===== config.mk =====
export PLATFORM = sky130hd
export DESIGN_NAME = load_store_unit
export DESIGN_NICKNAME = d
export VERILOG_FILES = /design/src/rtl/load_store_unit.sv
export SDC_FILE = /design/constraint.sdc
export NUM_CORES = 1
export LEC_CHECK = 0
export CAP_MARGIN = 20
export CORE_UTILIZATION = 40
export DETAILED_ROUTE_END_ITERATION = 10
export PLACE_DENSITY = 0.74
export SYNTH_ARGS = -nofsm -noshare
export SYNTH_HDL_FRONTEND = slang
export SYNTH_SLANG_ARGS = --single-unit

===== constraint.sdc =====
create_clock -name clk -period 1.8 [get_ports clk]
set_input_delay 0.36 -clock clk [delete_from_list [all_inputs] [get_ports clk]]
set_output_delay 0.36 -clock clk [all_outputs]
set_load 0.005 [all_outputs]

===== src/rtl/load_store_unit.sv =====
// Data-side load/store stage: byte/half/word loads with extension, sub-word stores via read-modify-write.
// Optional macro LSU_MISALIGN_CHECK_EN enables misaligned-address error reporting.
module load_store_unit #(
  parameter int WORD_LEN = 32
) (
  input  logic                clk,
  input  logic                rst_n,
  input  logic                req_valid,
  output logic                req_ready,
  input  logic                req_wen,
  input  logic [2:0]          req_funct3,
  input  logic [WORD_LEN-1:0] req_addr,
  input  logic [WORD_LEN-1:0] req_wdata,
  output logic                resp_valid,
  output logic [WORD_LEN-1:0] resp_rdata,
  output logic                resp_err,
  output logic [WORD_LEN-1:0] d_addr,
  input  logic [WORD_LEN-1:0] rdata,
  output logic                wen,
  output logic [WORD_LEN-1:0] wdata
);

  typedef enum logic [2:0] {IDLE, ADDR, DATA, WRITE, RESP} state_t;

  state_t              state, state_n;
  logic [1:0]          off_q, off_n;
  logic [2:0]          funct3_q, funct3_n;
  logic                store_q, store_n;
  logic [WORD_LEN-1:0] sdata_q, sdata_n;
  logic                resp_valid_n, resp_err_n, wen_n;
  logic [WORD_LEN-1:0] resp_rdata_n, d_addr_n, wdata_n;

  logic                illegal, misalign, req_err;
  logic [7:0]          lane_b;
  logic [15:0]         lane_h;
  logic [WORD_LEN-1:0] load_val, merged;

  assign req_ready = (state == IDLE);

  always_comb begin
    if (req_wen) illegal = (req_funct3 > 3'd2);
    else         illegal = (req_funct3 == 3'd3) || (req_funct3[2:1] == 2'b11);
`ifdef LSU_MISALIGN_CHECK_EN
    case (req_funct3[1:0])
      2'b01:   misalign = req_addr[0];
      2'b10:   misalign = |req_addr[1:0];
      default: misalign = 1'b0;
    endcase
`else
    misalign = 1'b0;
`endif
    req_err = illegal | misalign;
  end

  // Lane selection; offsets below the access size are ignored (only matters when unchecked)
  always_comb begin
    case (off_q)
      2'd0:    lane_b = rdata[7:0];
      2'd1:    lane_b = rdata[15:8];
      2'd2:    lane_b = rdata[23:16];
      default: lane_b = rdata[31:24];
    endcase
    lane_h = off_q[1] ? rdata[31:16] : rdata[15:0];
    case (funct3_q)
      3'd0:    load_val = {{24{lane_b[7]}}, lane_b};
      3'd1:    load_val = {{16{lane_h[15]}}, lane_h};
      3'd2:    load_val = rdata;
      3'd4:    load_val = {24'd0, lane_b};
      3'd5:    load_val = {16'd0, lane_h};
      default: load_val = '0;
    endcase
    merged = rdata;
    if (funct3_q[1:0] == 2'b00) begin
      case (off_q)
        2'd0:    merged[7:0]   = sdata_q[7:0];
        2'd1:    merged[15:8]  = sdata_q[7:0];
        2'd2:    merged[23:16] = sdata_q[7:0];
        default: merged[31:24] = sdata_q[7:0];
      endcase
    end else if (off_q[1]) begin
      merged[31:16] = sdata_q[15:0];
    end else begin
      merged[15:0] = sdata_q[15:0];
    end
  end

  always_comb begin
    state_n      = state;
    off_n        = off_q;
    funct3_n     = funct3_q;
    store_n      = store_q;
    sdata_n      = sdata_q;
    resp_valid_n = 1'b0;
    resp_err_n   = 1'b0;
    resp_rdata_n = resp_rdata;
    d_addr_n     = d_addr;
    wen_n        = 1'b0;
    wdata_n      = wdata;
    case (state)
      IDLE: if (req_valid) begin
        off_n    = req_addr[1:0];
        funct3_n = req_funct3;
        store_n  = req_wen;
        sdata_n  = req_wdata;
        d_addr_n = {req_addr[WORD_LEN-1:2], 2'b00};
        if (req_err) begin
          state_n      = RESP;
          resp_valid_n = 1'b1;
          resp_err_n   = 1'b1;
          resp_rdata_n = '0;
        end else if (req_wen && req_funct3 == 3'd2) begin
          state_n = WRITE;
          wen_n   = 1'b1;
          wdata_n = req_wdata;
        end else begin
          state_n = ADDR;
        end
      end
      ADDR: state_n = DATA;
      DATA: begin
        if (store_q) begin
          state_n = WRITE;
          wen_n   = 1'b1;
          wdata_n = merged;
        end else begin
          state_n      = RESP;
          resp_valid_n = 1'b1;
          resp_rdata_n = load_val;
        end
      end
      WRITE: begin
        state_n      = RESP;
        resp_valid_n = 1'b1;
        resp_rdata_n = '0;
      end
      RESP:    state_n = IDLE;
      default: state_n = IDLE;
    endcase
  end

  always_ff @(posedge clk or negedge rst_n) begin
    if (!rst_n) begin
      state      <= IDLE;
      off_q      <= '0;
      funct3_q   <= '0;
      store_q    <= 1'b0;
      sdata_q    <= '0;
      resp_valid <= 1'b0;
      resp_err   <= 1'b0;
      resp_rdata <= '0;
      d_addr     <= '0;
      wen        <= 1'b0;
      wdata      <= '0;
    end else begin
      state      <= state_n;
      off_q      <= off_n;
      funct3_q   <= funct3_n;
      store_q    <= store_n;
      sdata_q    <= sdata_n;
      resp_valid <= resp_valid_n;
      resp_err   <= resp_err_n;
      resp_rdata <= resp_rdata_n;
      d_addr     <= d_addr_n;
      wen        <= wen_n;
      wdata      <= wdata_n;
    end
  end

endmodule


==> flow_summary_export.csv <==
group,metric,value,unit
timing,drv_slew,0,
grt,gr-usage-all-layers,27.0,%
timing,slew_headroom,49.8,%
layout,drive_above_1_share,17.8,%
cts,clk_latency,0.42,ns
critical_path,r2r_slack,-0.008,ns
min_path,min_to,"d_addr[6]$_DFFE_PN0P_",
floorplan,die_h,125,um
route,via_per_inst,5.75,
critical_path,reg2reg_depth,7,
cts,cts_tree,"done",
critical_path,critical_path_class,"flop to flop",
placed_design,dpl.hpwl,14.7,mm
floorplan,die_width,125,um
synthesis,syn_avg_cell_area,9.87,um^2
timing,post-route-min-period,1.81,ns
layout,areaGrowthSynthToFinish,56.4,%
route,drt_pass1_iterations,6,
placed_design,pre_cts_slack,-0.221,ns
timing,setup_tns,-0.00847,ns
floorplan,dieArea,15500,um^2
route,route.detailed.drc,0,
critical_path,arrival,2.13,ns
synthesis,synth_flop_cell,"dfrtp_1",
critical_path,r2r-start,"state[1]$_DFFE_PN0P_",
placed_design,routabilityCongestion,0.877,
cts,clkTransAtPathRegs,0.05,ns
critical_path,start_kind,"flop",
power_and_ir_drop,irDropWorstVdd,0.000974,V
floorplan,rows,44,
route,drtIter0Drc,396,
flow_run,drv_cap,0,
synthesis,ys_seq_area_share,50.8,%
route,drt_wl_total,21.0,mm
grt,grt-ovfl-total,0,
synthesis,synth_edf_count,0,
route,wl_per_cell,20.0,um
synthesis,yosysTopAreaCell,"dfrtp_1",
route,dr_total_vias,6033,
status,status,"complete, but fails checks",
cts,clkSinkCount,122,
synthesis,ys_top_cells_by_area,"dfrtp_1, nand2_1, o2bb2ai_1, o211ai_1, mux2i_1",
critical_path,required,2.12,ns
power_and_ir_drop,power_density,1780,nW/um^2
layout,final_cell_mix,"clkdlybuf4s50_1, nand2_1, dfrtp_1, buf_4, o2bb2ai_1",
timing,setup_viol,1,
min_path,min_path_cells,3,
floorplan,io_pins,203,
critical_path,path_max_fanout,10,
cts,cts_inserted_buffers,17,
grt,grt_max_degree,74,
layout,layout.nets,958,
status,violations,"negative setup slack",
critical_path,r2r-end,"wdata[31]$_DFFE_PN0P_",
power_and_ir_drop,p_leak,0.00415,uW
grt,grt_pass1_wl,32.7,mm
timing,worst_slew_pin_slew,0.753,ns
placed_design,port_buffers,200,
layout,antenna_cells,0,
min_path,hold_path.class,"primary input to flop",
power_and_ir_drop,p_total,16700,uW
synthesis,ys_types,39,
floorplan,design.core.area,14600,um^2
synthesis,yosys_warnings,0,
timing,period_share,100,%
floorplan,initial_utilization,41.2,%
timing,setup_slack,-0.00847,ns
critical_path,crit_path_end_kind,"flop",
synthesis,syn-cell-area,6010,um^2
timing,hold_viol,0,
timing,fin_skew,0.00900,ns
cts,cts-htree-levels,4,
layout,layout_commonest_cell,"clkdlybuf4s50_1",
cts,clockRootBuffer,"clkbuf_16",
route,ant_nets,0,
synthesis,synth_cells,609,
grt,grt_pass1_vias,6142,
critical_path,crit_start,"state[1]$_DFFE_PN0P_",
timing,max_freq,0.553,GHz
grt,antenna_found_initial,0,
timing,rsz0062_at_grt,"true",
synthesis,synth.ff_latch_count,122,
cts,cts_buffer_depth,2,
synthesis,yosysTopAreaCellShare,50.8,%
synthesis,async_flop_share,100,%
min_path,hold_path_startpoint,"req_addr[6]",
layout,post-route-util,64.4,%
-- what timing repair did --
item	4_1_cts	5_1_grt
resized for setup	9	25
endpoints found under the setup margin	34	90
gates cloned	0	3
hold buffers	1	0
setup buffers	0	8
pin swaps	0	23
endpoints found under the hold margin	54	0
-- per-layer routing --
layer	global-route usage, %	vias up	wire (um)
li1	-	2682	-
met1	33.8	2977	8460
met2	41.7	325	9820
met3	9.32	49	1860
met4	13.0	0	848
met5	0	-	0
-- cells in the mapped netlist (all sizes together), types with 2 or more instances --
| cell | n |
|---|---|
| or2 | 2 |
| nor2b | 3 |
| a21oi | 9 |
| nor3b | 2 |
| mux2i | 19 |
| o21ai | 13 |
| nand2 | 187 |
| a221oi | 8 |
| nor2 | 7 |
| a22o | 7 |
| o211ai | 32 |
| mux2 | 15 |
| o21a | 2 |
| nand3 | 33 |
| dfrtp | 122 |
| buf | 11 |
| o2bb2ai | 48 |
| or4b | 8 |
| a22oi | 17 |
| nor3 | 3 |
| mux4 | 8 |
| inv | 5 |
| clkbuf | 38 |
-- worst max-delay path, stage by stage (launching register included) --
cell and delay [ns]:
dfrtp_1 0.42, buf_6 0.14, nor4b_4 0.32, a41oi_2 0.24, inv_4 0.19, clkbuf_16 0.18, nand3_1 0.09, o211ai_1 0.13
-- where the power goes --
part	internal (uW)	switching, uW
combinational	4620	4120
clock	1920	1140
sequential	4010	934
-- per-stage QoR --
stage / cells / hold slack (ns) / cell area, um^2
after global routing: 1050 / 0.470 / 9390
after detailed placement: 1008 / 0.383 / 8650
final: 1050 / 0.468 / 9390
after CTS: 1039 / 0.460 / 9200
after floorplan: 610 / 0.0644 / 6010
after global placement: 1008 / 0.376 / 8650
-- how the worst max path moves through the flow --
stage                                  to  slack [ns]  cells past startpoint
5_1_grt             wdata[31]$_DFFE_PN0P_        -0.1                      7
6_report            wdata[31]$_DFFE_PN0P_      -0.008                      7
2_1_floorplan   resp_rdata[0]$_DFFE_PN0P_        0.02                      7
4_1_cts             wdata[24]$_DFFE_PN0P_       0.002                      4
3_3_place_gp   resp_rdata[15]$_DFFE_PN0P_       -0.16                      5
3_5_place_dp   resp_rdata[12]$_DFFE_PN0P_       -0.22                      5
-- cells by family after synthesis --
kind of cell	share of synthesized area (%)
AOI/OAI and AO/OA	18.3
DFF	50.8
other	0.0624
buffers and inverters	3.79
muxes	8.98
and+or+nand+nor	18.1
-- flip-flops by register name, indices dropped and copies added, names as in the netlist, 2 cells and up --
name / cells
wdata: 32
resp_rdata: 32
funct3_q: 3
d_addr: 30
state: 3
sdata_q: 16
off_q: 2
-- layout make-up --
| class | instances | area (um^2) |
|---|---|---|
| multi-input combinational | 434 | 2790 |
| inverter | 5 | 21.3 |
| clock inverter | 2 | 10.0 |
| tap | 184 | 230 |
| fill | 1137 | 5190 |
| sequential | 122 | 3060 |
| timing repair buffer | 275 | 2770 |
| clock buffer | 28 | 517 |
Power figures use the tool's default switching activity.
